### config.mk
export PLATFORM = sky130hd
export DESIGN_NAME = u_serial_sub
export DESIGN_NICKNAME = d
export VERILOG_FILES = /design/src/rtl/u_serial_sub.sv
export SDC_FILE = /design/constraint.sdc
export NUM_CORES = 1
export LEC_CHECK = 0
export ABC_AREA = 1
export CORE_MARGIN = 10
export CORE_UTILIZATION = 46
export CTS_CLUSTER_SIZE = 20
export DETAILED_ROUTE_END_ITERATION = 16
export PLACE_DENSITY_LB_ADDON = 0.15
export SETUP_SLACK_MARGIN = 0.3
export SYNTH_ARGS = -nofsm -noshare
export SYNTH_HDL_FRONTEND = slang
export SYNTH_SLANG_ARGS = --single-unit
### constraint.sdc
create_clock -name clk -period 1.25 [get_ports clk]
set_input_delay 0.25 -clock clk [delete_from_list [all_inputs] [get_ports clk]]
set_output_delay 0.25 -clock clk [all_outputs]
set_load 0.02 [all_outputs]
### src/rtl/u_serial_sub.sv
// Bit-serial unsigned ripple-borrow subtractor: a - b, one bit per clock, LSB first.
// Optional macro U_SERIAL_SUB_SAT_EN clamps a borrowing result to {1'b1, N'b0}.
module u_serial_sub #(
  parameter int unsigned N = 4
) (
  input  logic         clk,
  input  logic         rst,
  input  logic         in_valid,
  output logic         in_ready,
  input  logic [N-1:0] a,
  input  logic [N-1:0] b,
  output logic         out_valid,
  input  logic         out_ready,
  output logic [N:0]   u_serial_sub_out
);

  localparam int unsigned CntW = (N > 1) ? $clog2(N) : 1;

  typedef enum logic [1:0] {StIdle, StRun, StDone} state_e;

  state_e            state_q, state_d;
  logic [N-1:0]      a_q, a_d;
  logic [N-1:0]      b_q, b_d;
  logic [N-1:0]      res_q, res_d;
  logic              br_q, br_d;
  logic [CntW-1:0]   cnt_q, cnt_d;
  logic              diff_bit;
  logic              borrow_next;

  // One full-subtractor cell on the operand LSBs.
  assign diff_bit    = a_q[0] ^ b_q[0] ^ br_q;
  assign borrow_next = (~a_q[0] & b_q[0]) | (~(a_q[0] ^ b_q[0]) & br_q);

  always_ff @(posedge clk) begin
    if (rst) begin
      state_q <= StIdle;
      a_q     <= '0;
      b_q     <= '0;
      res_q   <= '0;
      br_q    <= 1'b0;
      cnt_q   <= '0;
    end else begin
      state_q <= state_d;
      a_q     <= a_d;
      b_q     <= b_d;
      res_q   <= res_d;
      br_q    <= br_d;
      cnt_q   <= cnt_d;
    end
  end

  always_comb begin
    state_d = state_q;
    a_d     = a_q;
    b_d     = b_q;
    res_d   = res_q;
    br_d    = br_q;
    cnt_d   = cnt_q;
    case (state_q)
      StIdle: begin
        if (in_valid) begin
          a_d     = a;
          b_d     = b;
          res_d   = '0;
          br_d    = 1'b0;
          cnt_d   = '0;
          state_d = StRun;
        end
      end
      StRun: begin
        // Result fills from the MSB side so bit 0 lands at res[0] after N shifts.
        res_d        = res_q >> 1;
        res_d[N-1]   = diff_bit;
        a_d          = a_q >> 1;
        b_d          = b_q >> 1;
        br_d         = borrow_next;
        cnt_d        = cnt_q + CntW'(1);
        if (cnt_q == CntW'(N - 1)) begin
          state_d = StDone;
        end
      end
      StDone: begin
        if (out_ready) begin
          state_d = StIdle;
        end
      end
      default: state_d = StIdle;
    endcase
  end

  always_comb begin
    in_ready         = (state_q == StIdle);
    out_valid        = (state_q == StDone);
    u_serial_sub_out = '0;
    if (state_q == StDone) begin
`ifdef U_SERIAL_SUB_SAT_EN
      u_serial_sub_out = br_q ? {1'b1, {N{1'b0}}} : {1'b0, res_q};
`else
      u_serial_sub_out = {br_q, res_q};
`endif
    end
  end

endmodule

==> flow_summary.json, run 1 <==
{
  "drt_first_pass_iters": 4,
  "yosysUniqueCellTypes": 19,
  "cp.required_ns": 1.00,
  "drt_iter0_drc": 45,
  "vias": 902,
  "dpl.hpwl_mm": 1.50,
  "critPathTopFamily": "flip-flops",
  "cp_cell_sequence": "inv_4, nor2_4, inv_4, nor2_4, buf_6",
  "finalSetupViolCount": 15,
  "wl_per_cell_microns": 13.9,
  "multiInputGateArea_sq_um": 592,
  "grt_first_pass_wirelength_mm": 4.17,
  "critPathBufInv": 3,
  "synth_warnings": 0,
  "die_w_microns": 64.6,
  "rsz0062_at_grt": "yes",
  "whs_path_depth": 2,
  "slew_headroom": 0.878,
  "clk_transition_reported_paths_ns": 0.10,
  "finalMaxSlewViolations": 0,
  "hold_viol": 0,
  "cpMaxStageDelayCell": "dfxtp_2",
  "start_kind": "register",
  "layout_setup_ws_ns": -0.102,
  "r2r_cells": 8,
  "leakage_nw": 0.719,
  "antenna_found_initial": 0,
  "powerDensity_nw_per_um2": 810,
  "cts-buffers-inserted": 3,
  "cts_root_buf": "clkbuf_4",
  "fin_nets": 183,
  "max_cap_viol_count": 0,
  "grt_max_degree": 10,
  "ys_seq_area_frac": 0.372,
  "synthToLayoutAreaGrowth_pct": 73.7,
  "clock_latency_ns": 0.30,
  "core_area_sq_um": 1920,
  "routed_wl_mm": 2.71,
  "final.setup_skew_ns": 0.00382,
  "stdcell_count": 195,
  "dp.cells": 183,
  "dieArea_sq_um": 4170,
  "start_util": 0.476,
  "path_depth": 5,
  "die_h_microns": 64.6,
  "dp_slack_ns": -0.324,
  "utilization": 0.827,
  "critPathCaptureType": "primary output",
  "worstHoldPathType": "reg -> reg",
  "place.gp.congestion": 0.731,
  "fin_crit_sh": 1.08,
  "power_mw": 1.29,
  "min_period_ns": 1.35,
  "rows": 16,
  "grt_usage": 0.123,
  "crit_fanout": 5,
  "slowest_delay_ns": 0.37,
  "io_pins": 19,
  "worst_pin_slew_ns": 0.182,
  "ant_nets": 0,
  "cts.path.max_buffers": 2,
  "cts.sink_count": 17,
  "viasPerCell": 4.63,
  "ir_worst_vdd_uv": 561,
  "cts_tree": "done",
  "h-tree-depth": 1,
  "syn_inst": 127,
  "syn-num-nets": 141,
  "syn_avg_cell_area_sq_um": 7.20,
  "failed_checks": "setup timing",
  "register_area_sq_um": 349,
  "criticalPathCategory": "reg -> out",
  "status": "finished with violations",
  "netlist_area_sq_um": 915,
  "fill_cells": 110,
  "synth-seq-cells": 17,
  "drc": 0,
  "layout-drive-gt1-share": 0.548,
  "io_buffer_count": 18,
  "antenna_cells": 0,
  "worst_ep_arrival_time_ns": 1.10,
  "grt_pass1_vias": 919,
  "overflow": 0,
  "fmax_mhz": 740
}
final cells by class:
class,count,share of cell area
sequential,17,0.220
timing repair buffer,41,0.298
tap,27,0.0213
inverter,26,0.0724
multi-input combinational,80,0.372
clock buffer,4,0.0165
state kept, by name (all words and copies together), names as in the netlist:
register  flops
cnt_q         2
res_q         4
a_q           4
b_q           4
br_q          1
state_q       2
through the flow:
step | instance area [sq um] | setup TNS, ns | hold slack (ns)
after floorplan | 965 | 0 | 0.415
after global placement | 1260 | -2.85 | 0.450
after detailed placement | 1260 | -3.48 | 0.454
after CTS | 1520 | -0.648 | 0.470
after global routing | 1590 | -1.69 | 0.487
final | 1590 | -0.693 | 0.471
cells by family (layout without fill, tap and decap cells):
logic type,after synthesis,in the layout,share of synthesized area
flip-flops,17,17,0.372
AO/OA/AOI/OAI,17,17,0.134
buffers and inverters,30,71,0.166
AND/OR/NAND/NOR,61,61,0.293
adder cells (fa/ha/maj),2,2,0.0356
worst min-delay path, cell delays in order, from the launching register on:
cell and delay, ns:
dfxtp_1 0.33, nand2_2 0.06, a21oi_2 0.04
power by group:
part           leakage (nW)  switching, mW  internal (mW)
Sequential            0.142         0.0225          0.576
Clock                0.0150          0.183          0.124
Combinational         0.562          0.190          0.192
placed cells by master, fill, tap and decap left out, types with 2 or more instances in the layout:
| cell type | n |
|---|---|
| a21oi_1 | 2 |
| dfxtp_1 | 12 |
| dfxtp_2 | 4 |
| inv_1 | 21 |
| nand3_1 | 2 |
| a21oi_2 | 13 |
| buf_6 | 14 |
| nand2_2 | 15 |
| clkbuf_4 | 3 |
| nand2_1 | 19 |
| inv_2 | 2 |
| buf_4 | 11 |
| nor2_1 | 7 |
| buf_12 | 2 |
| inv_4 | 2 |
| clkdlybuf4s50_1 | 11 |
| buf_16 | 3 |
| nand2_4 | 8 |
| nor2_4 | 8 |
layer usage:
metal / vias up / part of all wire / track usage / routed length, microns
li1: 459 / - / - / -
met1: 405 / 0.41 / 0.133 / 1120
met2: 29 / 0.53 / 0.230 / 1420
met3: 9 / 0.034 / 0.0206 / 93
met4: 0 / 0.025 / 0.0481 / 68
met5: - / 0 / 0 / 0
synth_stat cells:
| cell type | number | area share |
|---|---|---|
| inv_1 | 22 | 0.090 |
| fa_1 | 1 | 0.022 |
| nand2_1 | 36 | 0.15 |
| nand3_1 | 2 | 0.011 |
| dfxtp_1 | 17 | 0.37 |
| nor2_1 | 14 | 0.057 |
| nand2_2 | 6 | 0.041 |
| buf_2 | 1 | 0.0055 |
| a21oi_2 | 7 | 0.067 |
| inv_2 | 2 | 0.0082 |
| nand2_8 | 1 | 0.022 |
| clkinv_8 | 1 | 0.018 |
| nor2_2 | 2 | 0.014 |
| a21oi_1 | 8 | 0.044 |
| o21ai_4 | 1 | 0.018 |
| o21ai_1 | 1 | 0.0055 |
| inv_4 | 1 | 0.0068 |
| buf_6 | 3 | 0.037 |
| ha_1 | 1 | 0.014 |
worst paths after layout:
check              from                  end  slack (ns)
max reg2reg  state_q[1]               a_q[2]       -0.07
min reg2reg      a_q[3]               a_q[3]        0.47
max          state_q[1]  u_serial_sub_out[4]       -0.10
min              a_q[3]               a_q[3]        0.47
repair_timing:
item	in CTS	in global routing
pin swaps	9	8
setup buffers	3	2
hold buffers	0	0
gates cloned	3	0
resized for setup	79	13
endpoints found under the setup margin	24	24
(Power assumes the default switching activity.)
==> run 2, diff against run 1 <==
--- a/config.mk
+++ b/config.mk
@@ -11,7 +11,7 @@
 export CTS_CLUSTER_SIZE = 20
 export DETAILED_ROUTE_END_ITERATION = 16
 export PLACE_DENSITY_LB_ADDON = 0.15
-export SETUP_SLACK_MARGIN = 0.3
+export SETUP_SLACK_MARGIN = 0.02
 export SYNTH_ARGS = -nofsm -noshare
 export SYNTH_HDL_FRONTEND = slang
 export SYNTH_SLANG_ARGS = --single-unit
==> run 2 against run 1 <==
  * The flow still finishes with violations (setup timing)
  * Critical path type unchanged
  * Routed wire length is 0.30% higher
  * First-iteration DRC count shrank 27%
  * Non-clock buffer count unchanged
  * Highest routed layer unchanged
  * Global-route usage shrank 0.37 points
==> flow_summary.json, run 2 (same netlist as run 1, synthesis figures left out) <==
{
  "grt_usage": 0.119,
  "stdcell_count": 195,
  "layout_setup_ws_ns": -0.127,
  "io_pins": 19,
  "cts.path.max_buffers": 2,
  "cts-buffers-inserted": 3,
  "worst_ep_arrival_time_ns": 1.13,
  "critPathCaptureType": "primary output",
  "dpl.hpwl_mm": 1.54,
  "min_period_ns": 1.38,
  "cts.sink_count": 17,
  "drc": 0,
  "rows": 16,
  "leakage_nw": 0.699,
  "failed_checks": "setup timing",
  "worstHoldPathType": "reg -> reg",
  "crit_fanout": 5,
  "rsz0062_at_grt": "yes",
  "grt_pass1_vias": 874,
  "drt_iter0_drc": 33,
  "start_util": 0.476,
  "place.gp.congestion": 0.732,
  "mostFrequentLayoutCells": "22 x inv_1, 21 x nand2_1, 15 x buf_4",
  "setup_tns_ns": -1.60,
  "finalSetupViolCount": 18,
  "wl_per_cell_microns": 13.9,
  "slew_headroom": 0.879,
  "antenna_cells": 0,
  "fin_nets": 183,
  "layout-drive-gt1-share": 0.494,
  "synthToLayoutAreaGrowth_pct": 66.1,
  "die_w_microns": 64.6,
  "criticalPathCategory": "reg -> out",
  "powerDensity_nw_per_um2": 849,
  "ctsHoldBuffers": 0,
  "ant_nets": 0,
  "routed_wl_mm": 2.72,
  "dp_slack_ns": -0.273,
  "ir_worst_vdd_uv": 690,
  "dp.cells": 182,
  "fill_cells": 127,
  "final.setup_skew_ns": 0.00393,
  "io_buffer_count": 18,
  "start_kind": "register",
  "whs_ns": 0.479,
  "antenna_found_initial": 0,
  "hold_viol": 0,
  "clk_transition_reported_paths_ns": 0.10,
  "drt_first_pass_iters": 4,
  "vias": 924,
  "final_common_cell": "inv_1",
  "cts_root_buf": "clkbuf_4",
  "h-tree-depth": 1,
  "reg2reg_slack_ns": -0.09,
  "fin_crit_sh": 1.10,
  "max_cap_viol_count": 0,
  "fmax_mhz": 726,
  "overflow": 0,
  "finalMaxSlewViolations": 0,
  "grt_max_degree": 12,
  "grt_first_pass_wirelength_mm": 4.00,
  "dieArea_sq_um": 4170,
  "cts_tree": "done",
  "cp.required_ns": 1.00,
  "viasPerCell": 4.74,
  "worst_pin_slew_ns": 0.181,
  "die_h_microns": 64.6,
  "core_area_sq_um": 1920,
  "status": "finished with violations",
  "utilization": 0.790,
  "clock_latency_ns": 0.30,
  "reg_top3": "a_q (4), b_q (4), res_q (4)"
}
[run 2: cell types whose count changed in the layout (fill, tap and decap cells not counted), sizes merged]
cell / before / now
clkbuf: 4 / 5
buf: 30 / 29
[run 2: what timing repair did]
action	4_1_cts	5_1_grt
hold endpoints to repair	0	0
buffers inserted	5	4
gates resized for setup	49	38
cloned	2	1
setup endpoints to repair	21	22
pin swaps	3	14
[run 2: critical path: stages, from the launching register on]
cell     delay, ns
dfxtp_2       0.37
inv_4         0.04
nor2_4        0.11
inv_4         0.07
nor2_2        0.10
buf_6         0.12
[run 2: layout make-up]
class / count / area, sq um / area share
multi-input combinational: 80 / 551 / 0.362
tap: 27 / 33.8 / 0.0222
clock buffer: 4 / 26.3 / 0.0173
inverter: 26 / 115 / 0.0758
sequential: 17 / 347 / 0.228
timing repair buffer: 41 / 447 / 0.294
[run 2: layer usage]
| metal | routed length, microns | vias up | track usage |
|---|---|---|---|
| met5 | 0 | - | 0 |
| met1 | 1040 | 433 | 0.139 |
| met3 | 148 | 9 | 0.0326 |
| met2 | 1460 | 28 | 0.204 |
| li1 | - | 454 | - |
| met4 | 70 | 0 | 0.0401 |
[run 2: stage by stage]
step           power [mW]  cell area, sq um
6_report             1.29              1520
5_1_grt              1.34              1520
4_1_cts              1.22              1380
3_5_place_dp        0.853              1220
3_3_place_gp        0.846              1220
2_1_floorplan       0.762               932
[run 2: report_power, final]
part / switching, mW / internal, mW / total (mW)
Clock: 0.193 / 0.125 / 0.318
Combinational: 0.186 / 0.193 / 0.379
Sequential: 0.0186 / 0.574 / 0.593
[run 2: path summary, 6_finish.rpt]
check / cells after the start / from / end
setup / recovery: 5 / state_q[1] / u_serial_sub_out[1]
hold / removal: 2 / res_q[0] / res_q[0]
setup reg to reg: 8 / state_q[0] / b_q[2]
hold reg to reg: 2 / res_q[0] / res_q[0]
